[config.mk]
export PLATFORM = sky130hd
export DESIGN_NAME = micro_sequencer
export DESIGN_NICKNAME = d
export VERILOG_FILES = /design/src/rtl/micro_seq_pkg.sv /design/src/rtl/micro_stack.sv /design/src/rtl/micro_sequencer.sv
export SDC_FILE = /design/constraint.sdc
export NUM_CORES = 1
export LEC_CHECK = 0
export ABC_AREA = 1
export CAP_MARGIN = 10
export CELL_PAD_IN_SITES_DETAIL_PLACEMENT = 0
export CELL_PAD_IN_SITES_GLOBAL_PLACEMENT = 2
export CORE_ASPECT_RATIO = 0.7
export CORE_UTILIZATION = 34
export CTS_CLUSTER_DIAMETER = 50
export DETAILED_ROUTE_END_ITERATION = 10
export GPL_ROUTABILITY_DRIVEN = 0
export PLACE_DENSITY = 0.84
export SYNTH_ARGS = -nofsm -noshare
export SYNTH_HDL_FRONTEND = slang
export SYNTH_SLANG_ARGS = --single-unit
[constraint.sdc]
create_clock -name CLK -period 8 [get_ports CLK]
set_clock_uncertainty 0.2 [all_clocks]
set_input_delay 0.8 -clock CLK [delete_from_list [all_inputs] [get_ports CLK]]
set_output_delay 0.8 -clock CLK [all_outputs]
set_load 0.02 [all_outputs]
[src/rtl/micro_seq_pkg.sv]
// Shared definitions for the micro_sequencer: microword field positions,
// next-address opcodes and the sequencer state encoding.
package micro_seq_pkg;

  localparam int UADDR_W = 8;
  localparam int UWORD_W = 40;

  localparam int F_ALUC_LSB  = 0;
  localparam int F_SELA_LSB  = 4;
  localparam int F_SELB_LSB  = 10;
  localparam int F_CSEL_LSB  = 16;
  localparam int F_SHIFT_LSB = 22;
  localparam int F_YSEL      = 24;
  localparam int F_WR_RB     = 25;
  localparam int F_WR_RAM    = 26;
  localparam int F_CY_USE    = 27;
  localparam int F_NXT_LSB   = 28;
  localparam int F_TGT_LSB   = 31;
  localparam int F_CY_UPD    = 39;

  localparam logic [2:0] NXT_SEQ  = 3'd0;
  localparam logic [2:0] NXT_JMP  = 3'd1;
  localparam logic [2:0] NXT_JC   = 3'd2;
  localparam logic [2:0] NXT_JNC  = 3'd3;
  localparam logic [2:0] NXT_CALL = 3'd4;
  localparam logic [2:0] NXT_RET  = 3'd5;
  localparam logic [2:0] NXT_HALT = 3'd6;

  typedef enum logic [2:0] {
    ST_IDLE,
    ST_FETCH,
    ST_LOAD,
    ST_LATCH,
    ST_WRITE,
    ST_HOLD
  } state_t;

endpackage

[src/rtl/micro_stack.sv]
// Return-address LIFO for CALL/RET. Pushes when full and pops when empty are
// ignored; the sequencer turns those cases into a stack fault.
module micro_stack #(
  parameter int DEPTH = 4,
  parameter int W     = 8
) (
  input  logic         i_clk,
  input  logic         i_rst_n,
  input  logic         i_clr,
  input  logic         i_push,
  input  logic         i_pop,
  input  logic [W-1:0] i_din,
  output logic [W-1:0] o_dout,
  output logic         o_full,
  output logic         o_empty
);
  import micro_seq_pkg::*;

  localparam int AW = (DEPTH > 1) ? $clog2(DEPTH) : 1;

  logic [W-1:0]  r_mem [DEPTH];
  logic [AW:0]   r_sp;
  logic [AW-1:0] w_top;

  assign o_full  = (r_sp == (AW+1)'(DEPTH));
  assign o_empty = (r_sp == '0);
  assign w_top   = r_sp[AW-1:0] - 1'b1;
  assign o_dout  = r_mem[w_top];

  always_ff @(posedge i_clk or negedge i_rst_n) begin
    if (!i_rst_n) begin
      r_sp <= '0;
    end else if (i_clr) begin
      r_sp <= '0;
    end else if (i_push && !o_full) begin
      r_sp <= r_sp + 1'b1;
    end else if (i_pop && !o_empty) begin
      r_sp <= r_sp - 1'b1;
    end
  end

  // Storage carries no reset; only entries below the pointer are ever read.
  always_ff @(posedge i_clk) begin
    if (i_push && !o_full && !i_clr) begin
      r_mem[r_sp[AW-1:0]] <= i_din;
    end
  end

endmodule

[src/rtl/micro_sequencer.sv]
// Microprogrammed control unit: fixed FETCH/LOAD/LATCH/WRITE cycle per microword.
// Optional single-step HOLD state enabled by defining MICRO_SEQ_SINGLE_STEP_EN.
module micro_sequencer #(
  parameter int STACK_DEPTH = 4,
  parameter int UADDR_W     = 8
) (
  input  logic                               CLK,
  input  logic                               RST_N,
`ifdef MICRO_SEQ_SINGLE_STEP_EN
  input  logic                               STEP_MODE,
  input  logic                               STEP,
`endif
  input  logic                               START,
  input  logic [UADDR_W-1:0]                 ENTRY,
  output logic [UADDR_W-1:0]                 UADDR,
  input  logic [micro_seq_pkg::UWORD_W-1:0]  UWORD,
  input  logic                               CY_OUT,
  output logic [3:0]                         ALUC_IN,
  output logic [5:0]                         SEL_A_RB,
  output logic [5:0]                         SEL_B_RB,
  output logic [5:0]                         C_SEL_RB,
  output logic [1:0]                         Shifter_Sel,
  output logic                               Y_X_Kmx_Sel,
  output logic                               CY_IN,
  output logic                               LATCH_EN,
  output logic                               REGBANK_WE,
  output logic                               RAM_WE,
  output logic                               BUSY,
  output logic                               DONE,
  output logic                               ERR
);
  import micro_seq_pkg::*;

  state_t             r_state, w_state_nxt;
  logic [UWORD_W-1:0] r_ir;
  logic [UADDR_W-1:0] r_upc, w_upc_inc, w_upc_nxt, w_tgt, w_stk_dout;
  logic               r_flag, r_done, r_err;
  logic [2:0]         w_op;
  logic               w_flag_upd, w_push, w_pop, w_halt, w_fault;
  logic               w_full, w_empty, w_start_ok, w_is_write;

  assign w_start_ok = (r_state == ST_IDLE) && START;
  assign w_is_write = (r_state == ST_WRITE);
  assign w_op       = r_ir[F_NXT_LSB +: 3];
  assign w_tgt      = r_ir[F_TGT_LSB +: UADDR_W];
  assign w_upc_inc  = r_upc + 1'b1;
  // Branches see the carry this same WRITE cycle is about to store.
  assign w_flag_upd = r_ir[F_CY_UPD] ? CY_OUT : r_flag;

  always_comb begin
    w_upc_nxt = w_upc_inc;
    w_push    = 1'b0;
    w_pop     = 1'b0;
    w_halt    = 1'b0;
    w_fault   = 1'b0;
    case (w_op)
      NXT_JMP:  w_upc_nxt = w_tgt;
      NXT_JC:   if (w_flag_upd)  w_upc_nxt = w_tgt;
      NXT_JNC:  if (!w_flag_upd) w_upc_nxt = w_tgt;
      NXT_CALL: begin
        if (w_full) begin
          w_fault = 1'b1;
        end else begin
          w_push    = 1'b1;
          w_upc_nxt = w_tgt;
        end
      end
      NXT_RET: begin
        if (w_empty) begin
          w_fault = 1'b1;
        end else begin
          w_pop     = 1'b1;
          w_upc_nxt = w_stk_dout;
        end
      end
      NXT_HALT: w_halt = 1'b1;
      default:  ;
    endcase
  end

  micro_stack #(
    .DEPTH (STACK_DEPTH),
    .W     (UADDR_W)
  ) u_stack (
    .i_clk   (CLK),
    .i_rst_n (RST_N),
    .i_clr   (w_start_ok),
    .i_push  (w_is_write & w_push),
    .i_pop   (w_is_write & w_pop),
    .i_din   (w_upc_inc),
    .o_dout  (w_stk_dout),
    .o_full  (w_full),
    .o_empty (w_empty)
  );

  always_ff @(posedge CLK or negedge RST_N) begin
    if (!RST_N) begin
      r_state <= ST_IDLE;
    end else begin
      r_state <= w_state_nxt;
    end
  end

  always_comb begin
    w_state_nxt = r_state;
    case (r_state)
      ST_IDLE:  if (START) w_state_nxt = ST_FETCH;
      ST_FETCH: w_state_nxt = ST_LOAD;
      ST_LOAD:  w_state_nxt = ST_LATCH;
      ST_LATCH: w_state_nxt = ST_WRITE;
      ST_WRITE: begin
        if (w_halt || w_fault) begin
          w_state_nxt = ST_IDLE;
        end else begin
`ifdef MICRO_SEQ_SINGLE_STEP_EN
          // A STEP arriving while HOLD is being entered skips the wait.
          w_state_nxt = (STEP_MODE && !STEP) ? ST_HOLD : ST_FETCH;
`else
          w_state_nxt = ST_FETCH;
`endif
        end
      end
`ifdef MICRO_SEQ_SINGLE_STEP_EN
      ST_HOLD:  if (STEP) w_state_nxt = ST_FETCH;
`endif
      default:  w_state_nxt = ST_IDLE;
    endcase
  end

  always_comb begin
    LATCH_EN   = 1'b0;
    REGBANK_WE = 1'b0;
    RAM_WE     = 1'b0;
    BUSY       = (r_state != ST_IDLE);
    case (r_state)
      ST_LATCH: LATCH_EN = 1'b1;
      ST_WRITE: begin
        REGBANK_WE = r_ir[F_WR_RB];
        RAM_WE     = r_ir[F_WR_RAM];
      end
      default: ;
    endcase
  end

  always_ff @(posedge CLK or negedge RST_N) begin
    if (!RST_N) begin
      r_upc  <= '0;
      r_ir   <= '0;
      r_flag <= 1'b0;
      r_done <= 1'b0;
      r_err  <= 1'b0;
    end else begin
      r_done <= 1'b0;
      if (w_start_ok) begin
        r_upc <= ENTRY;
        r_err <= 1'b0;
      end
      if (r_state == ST_LOAD) begin
        r_ir <= UWORD;
      end
      if (w_is_write) begin
        r_flag <= w_flag_upd;
        if (w_fault) begin
          r_err  <= 1'b1;
          r_done <= 1'b1;
        end else if (w_halt) begin
          r_done <= 1'b1;
        end else begin
          r_upc <= w_upc_nxt;
        end
      end
    end
  end

  assign UADDR       = r_upc;
  assign DONE        = r_done;
  assign ERR         = r_err;
  assign ALUC_IN     = r_ir[F_ALUC_LSB  +: 4];
  assign SEL_A_RB    = r_ir[F_SELA_LSB  +: 6];
  assign SEL_B_RB    = r_ir[F_SELB_LSB  +: 6];
  assign C_SEL_RB    = r_ir[F_CSEL_LSB  +: 6];
  assign Shifter_Sel = r_ir[F_SHIFT_LSB +: 2];
  assign Y_X_Kmx_Sel = r_ir[F_YSEL];
  assign CY_IN       = r_ir[F_CY_USE] & r_flag;

endmodule

After elaboration in Yosys (flattened, before gate mapping)
Memory sizes are Yosys's and may differ from the RTL's.
Index checks and enable logic that the tools add are counted.
- add/subtract/negate cells: 4
- equality and inequality tests: 12
- muxes and demuxes: 35
- bitwise gates (word level): 3
- reduce and logical (&&, ||, !) cells: 12
- operator list (operator ; number):
    8-bit two-way mux ; 8
    8-bit case mux with 5 select lines ; 1
    1-bit two-way mux ; 20
    3-bit equality test, second input constant ; 5
    3-bit case mux with 5 select lines ; 1
    3-bit by 2-bit equality test with 1-bit output, second input constant ; 4
    3-bit two-way mux ; 4
    8-bit by 1-bit adder with 8-bit output, second input constant ; 1
    3-bit by 1-bit equality test with 1-bit output, second input constant ; 2
    3-bit zero test ; 2
    3-bit nonzero test ; 2
    1-bit logical AND ; 4
    3-bit by 1-bit adder with 3-bit output, second input constant ; 1
    1-bit bitwise AND ; 3
    1-bit zero test ; 3
    3-bit by 1-bit subtractor with 3-bit output, second input constant ; 1
    2-bit != test, second input constant ; 1
    1-bit case mux with 2 select lines ; 1
    2-bit by 1-bit subtractor with 2-bit output, second input constant ; 1
    1-bit logical OR ; 1
- register bits after elaboration: 57
- RAM bits: 32
- word-level logic and storage cells: 74
- memories kept: 1
- memories (name ; depth ; width ; rd ports ; clocked after Yosys merged registers in ; write ports ; RTL line ; source):
    u_stack.r_mem ; 4 ; 8 ; 1 ; 0 ; 1 ; micro_stack.sv:21 ; logic [W-1:0] r_mem [DEPTH];

Logic depth before layout (Yosys ltp)
- depth in word-level cells: 8
- depth in mapped cells: 14
- gate-level depth less buffers: 11

Modules after synthesis
A second synthesis with hierarchy kept.
- cell total of the unflattened synthesis: 428
- area, all modules: 4356.7 sq um
- by module, submodules not included (module ; times used ; cells each ; area an instance (sq um) ; sequential area each (sq um)):
    micro_sequencer ; 1 ; 308 ; 2880.3 ; 1351.3
    micro_stack ; 1 ; 120 ; 1476.4 ; 1036.0

Worst setup path after synthesis
No wires, ideal clock.
- path kind: reg2reg
- start point: register u_stack.r_sp[0]
- end point: memory u_stack.r_mem[0][0], enable pin
- setup time: 0.395 ns
- arrival: 1.982 ns
- data required time: 7.405 ns
- path slack: 5.424 ns
- stages on the path, launching flop included: 7
- path buffers: 2
- clock period less this slack: 2.576 ns
- cells stage by stage: dfrtp_1 clkbuf_2 inv_2 buf_4 ha_1 inv_1 nor4_1
- cells in the longest elaborated chain, start to end: 8
- ends and longest elaborated chain (what ; RTL line ; source):
    from (decl) ; micro_stack.sv:22 ; logic [AW:0] r_sp;
    from (signal assigned) ; micro_stack.sv:36 ; r_sp <= r_sp + 1'b1;
    from (signal assigned) ; micro_stack.sv:38 ; r_sp <= r_sp - 1'b1;
    3-bit equality test ; micro_stack.sv:25 ; assign o_full = (r_sp == (AW+1)'(DEPTH));
    1-bit two-way mux ; micro_sequencer.sv:61 ; if (w_full) begin
    1-bit two-way mux ; micro_sequencer.sv:56 ; case (w_op)
    1-bit bitwise AND ; micro_sequencer.sv:88 ; .i_push (w_is_write & w_push),
    1-bit logical AND (2 in series) ; micro_stack.sv:44 ; if (i_push && !o_full && !i_clr) begin
    1-bit two-way mux ; micro_stack.sv:44 ;
    1-bit two-way mux (not written as such) ; micro_stack.sv:45 ; r_mem[r_sp[AW-1:0]] <= i_din;
    to (decl) ; micro_stack.sv:21 ;
Parallel ways exist; a longest one is shown, timed or not.

Worst setup path after layout
- start point: register u_stack.r_sp[0]
- end point: memory u_stack.r_mem[2][0], enable pin
The elaborated chain is that of the path after synthesis.

==> results.py <==
metrics = {
    "run_status": {
        "outcome": "finished clean",
    },
    "pwr": {
        "netSwitchingFraction_pct": 40.9,
        "total_switching_power_mw": 0.958,
        "leakage_nw": 2.41,
        "power.ir.vdd_worst_mv": 0.205,
        "p_int_mw": 1.39,
        "power-per-cell-area_nw_per_um2": 419,
        "pwr-share-comb_pct": 48.9,
        "seqPwrFrac_pct": 33.3,
        "clock_power_share_pct": 17.9,
    },
    "worst_setup_path": {
        "setup.reg_to_reg.worst_slack_ps": 4960,
        "timing.critical_path.from_type": "register",
        "required_time_at_the_endpoint_of_the_critical_path_ps": 7770,
        "timing.critical_path.to_type": "register",
        "ff2ff_path_depth": 7,
        "setup.worst_path.end": "u_stack.r_mem[2][0]",
        "critical_path_class": "reg -> reg",
        "crit_path_max_fanout": 20,
        "rr_endpoint": "u_stack.r_mem[2][0]",
        "critPathArrivalTime_ps": 2810,
        "r2r-start": "u_stack.r_sp[0]",
        "worst_setup_path_startpoint": "u_stack.r_sp[0]",
    },
    "timing": {
        "setup_viol": 0,
        "setup_tns_ps": 0,
        "final-hold-violation-count": 0,
        "final-max-slew-violation-count": 0,
        "grt_setup_unrepaired": "no",
        "fin_crit_sh_pct": 38.0,
        "tightest_slew_ps": 1080,
        "layout_min_cycle_time_ps": 3040,
        "highest_clock_rate_ghz": 0.329,
        "finalHoldWorstSlack_ps": 305,
        "rel_slew_slack_pct": 27.4,
    },
    "cells_and_area": {
        "proportion_of_layout_cells_with_a_drive_suffix_above_1_pct": 16.4,
        "finalNetCount": 570,
        "antennaDiodeCount": 0,
        "n_fill_cell": 1184,
        "growth_of_design_area_from_synthesis_to_finish_pct": 26.0,
        "final_common_cell": "sky130_fd_sc_hd__clkdlybuf4s50_1",
        "most-common-layout-cells": "sky130_fd_sc_hd__clkdlybuf4s50_1, sky130_fd_sc_hd__nand2_1, sky130_fd_sc_hd__dfrtp_1",
    },
    "yosys": {
        "synthesis.yosys.warnings": 0,
        "mappedNetlistNets": 503,
        "postSynthRegisterBits": 89,
        "async_reset_ff_share_pct": 64.0,
        "yosys_most_used_dff": "sky130_fd_sc_hd__dfrtp_1",
        "post_synth.cell_area_avg_um2": 9.97,
        "synth_area_um2": 4440,
        "synth.distinct_cells": 39,
        "synth_sequential_area_ratio_pct": 53.8,
        "postSynthCellCount": 445,
        "yosysTopAreaCell": "sky130_fd_sc_hd__dfrtp_1",
        "netlist.area_leader.share_pct": 32.1,
        "synthTopCellsByArea": "sky130_fd_sc_hd__dfrtp_1, sky130_fd_sc_hd__edfxtp_1, sky130_fd_sc_hd__mux2_2, sky130_fd_sc_hd__nand2_1, sky130_fd_sc_hd__nor2_1",
        "synth_enable_flop_cells": 32,
    },
    "placement": {
        "detailed_place_hpwl_um": 7530,
        "place.port_buffers": 91,
    },
    "drt": {
        "routed_wirelength_um": 10400,
        "route.antenna.remaining_nets": 0,
        "drt-initial-drc-count": 206,
        "avgRoutedWirePerCell_um": 15.4,
        "dr_total_vias": 3182,
        "detail_route.drc_violations": 0,
        "route.detailed.vias_per_inst": 4.69,
        "drt-pass1-iter-count": 4,
    },
    "global_route": {
        "first_global_vias": 3237,
        "grt_antenna_before_repair": 0,
        "grt_pass1_wl_um": 17300,
        "global_route.overflow_total": 0,
        "overall_track_demand_over_capacity_in_global_routing_pct": 16.6,
        "pin_count_of_the_biggest_net_entering_global_routing": 58,
    },
    "clocking": {
        "worst_path_clk_slew_ps": 60,
        "cts-root-to-sink-buffers": 2,
        "cts_repair_resize_count": 0,
        "post-cts-setup-buffer-count": 0,
        "inserted_clock_buffers": 9,
        "insertion_delay_ps": 340,
        "cts_tree": "built",
        "htree_num_levels": 3,
        "cts_sinks": 89,
        "cts.hold.buffers_added": 0,
        "clock-root-buffer": "sky130_fd_sc_hd__clkbuf_16",
    },
    "die": {
        "io_pins": 92,
        "core_area_um2": 12500,
        "initial_core_util_pct": 35.4,
        "die-height_um": 97.6,
        "dieArea_um2": 13500,
        "horizontal_die_dimension_um": 139,
        "placementRows": 34,
    },
    "hold_path": {
        "holdCritPathClass": "reg -> reg",
    },
    "run": {
        "max_cap_violations": 0,
    },
}
## critical path, cell delays in order (launching register included)
cell                      delay (ps)
sky130_fd_sc_hd__dfrtp_1         790
sky130_fd_sc_hd__inv_2           320
sky130_fd_sc_hd__ha_1            300
sky130_fd_sc_hd__nand2_1         100
sky130_fd_sc_hd__inv_1            90
sky130_fd_sc_hd__nor2_4          160
sky130_fd_sc_hd__nand2_2         150
sky130_fd_sc_hd__nor2_1          540
## worst min-delay path by stage
stage,to,slack (ps),cells after the start,from
after floorplan,r_ir[37],270,1,r_ir[37]
after global placement,r_ir[1],290,1,r_ir[1]
after detailed placement,r_ir[24],290,1,r_ir[24]
after CTS,r_ir[3],310,1,r_ir[3]
final,r_ir[5],300,1,r_ir[5]
after global routing,r_ir[17],310,1,r_ir[17]
## cells by family (layout without fill, tap and decap cells)
family / count (synthesis) / count (layout) / share of synthesized area (%)
AND/OR/NAND/NOR: 195 / 195 / 19.9
XOR/XNOR: 4 / 4 / 0.790
flip-flops: 89 / 89 / 53.8
AO/OA/AOI/OAI: 37 / 37 / 5.10
multiplexers: 33 / 33 / 8.80
buffers and inverters: 81 / 153 / 9.76
adder cells (fa/ha/maj): 6 / 6 / 1.86
## power groups by stage
stage / Clock [mW] / Sequential (mW) / Combinational [mW]
2_1_floorplan: 0 / 0.774 / 0.837
3_3_place_gp: 0 / 0.783 / 1.14
3_5_place_dp: 0 / 0.788 / 1.15
4_1_cts: 0.430 / 0.781 / 1.15
5_1_grt: 0.446 / 0.805 / 1.26
6_report: 0.418 / 0.780 / 1.15
## cell type report
type                            count  area, µm²  share of cell area (%)
Sequential cell                    89       2390                    42.7
Multi-Input combinational cell    275       1620                    29.0
Timing Repair Buffer               93        921                    16.5
Clock buffer                        9        225                    4.03
Tap cell                          162        203                    3.63
Inverter                           44        165                    2.95
Clock inverter                      7       70.1                    1.25
## per-stage QoR
stage	cell area [µm²]	utilization (%)	instances	worst slack, ps	power, mW
detailed placement	5300	42.2	663	4960	1.93
CTS	5590	44.5	679	4940	2.36
global route	5590	44.5	679	4740	2.51
floorplan	4440	-	445	5420	1.61
finish	5590	44.5	679	4960	2.34
global placement	5300	42.2	663	5100	1.92
## cell usage after synthesis, types with 6 or more instances
| master | count |
|---|---|
| sky130_fd_sc_hd__nand2_1 | 82 |
| sky130_fd_sc_hd__o21ai_0 | 15 |
| sky130_fd_sc_hd__dfrtp_1 | 57 |
| sky130_fd_sc_hd__buf_4 | 26 |
| sky130_fd_sc_hd__buf_2 | 6 |
| sky130_fd_sc_hd__edfxtp_1 | 32 |
| sky130_fd_sc_hd__mux2_2 | 28 |
| sky130_fd_sc_hd__inv_2 | 7 |
| sky130_fd_sc_hd__inv_1 | 37 |
| sky130_fd_sc_hd__a21oi_1 | 9 |
| sky130_fd_sc_hd__nor2_1 | 56 |
| sky130_fd_sc_hd__nand3_1 | 31 |
## sequential cells by signal, summed over array words and instances (netlist names)
signal,cells
r_ir,40
u_stack.r_mem,32
UADDR,8
r_state,3
u_stack.r_sp,3
DONE,1
ERR,1
r_flag,1
## layer usage
metal / vias up / track usage, % / wire length [µm]
li1: 1564 / - / -
met1: 1500 / 24.1 / 5270
met2: 111 / 22.6 / 4060
met3: 7 / 7.10 / 1030
met4: 0 / 3.63 / 80
met5: - / 0 / 0
No activity file was read; power rests on OpenSTA's default activity.
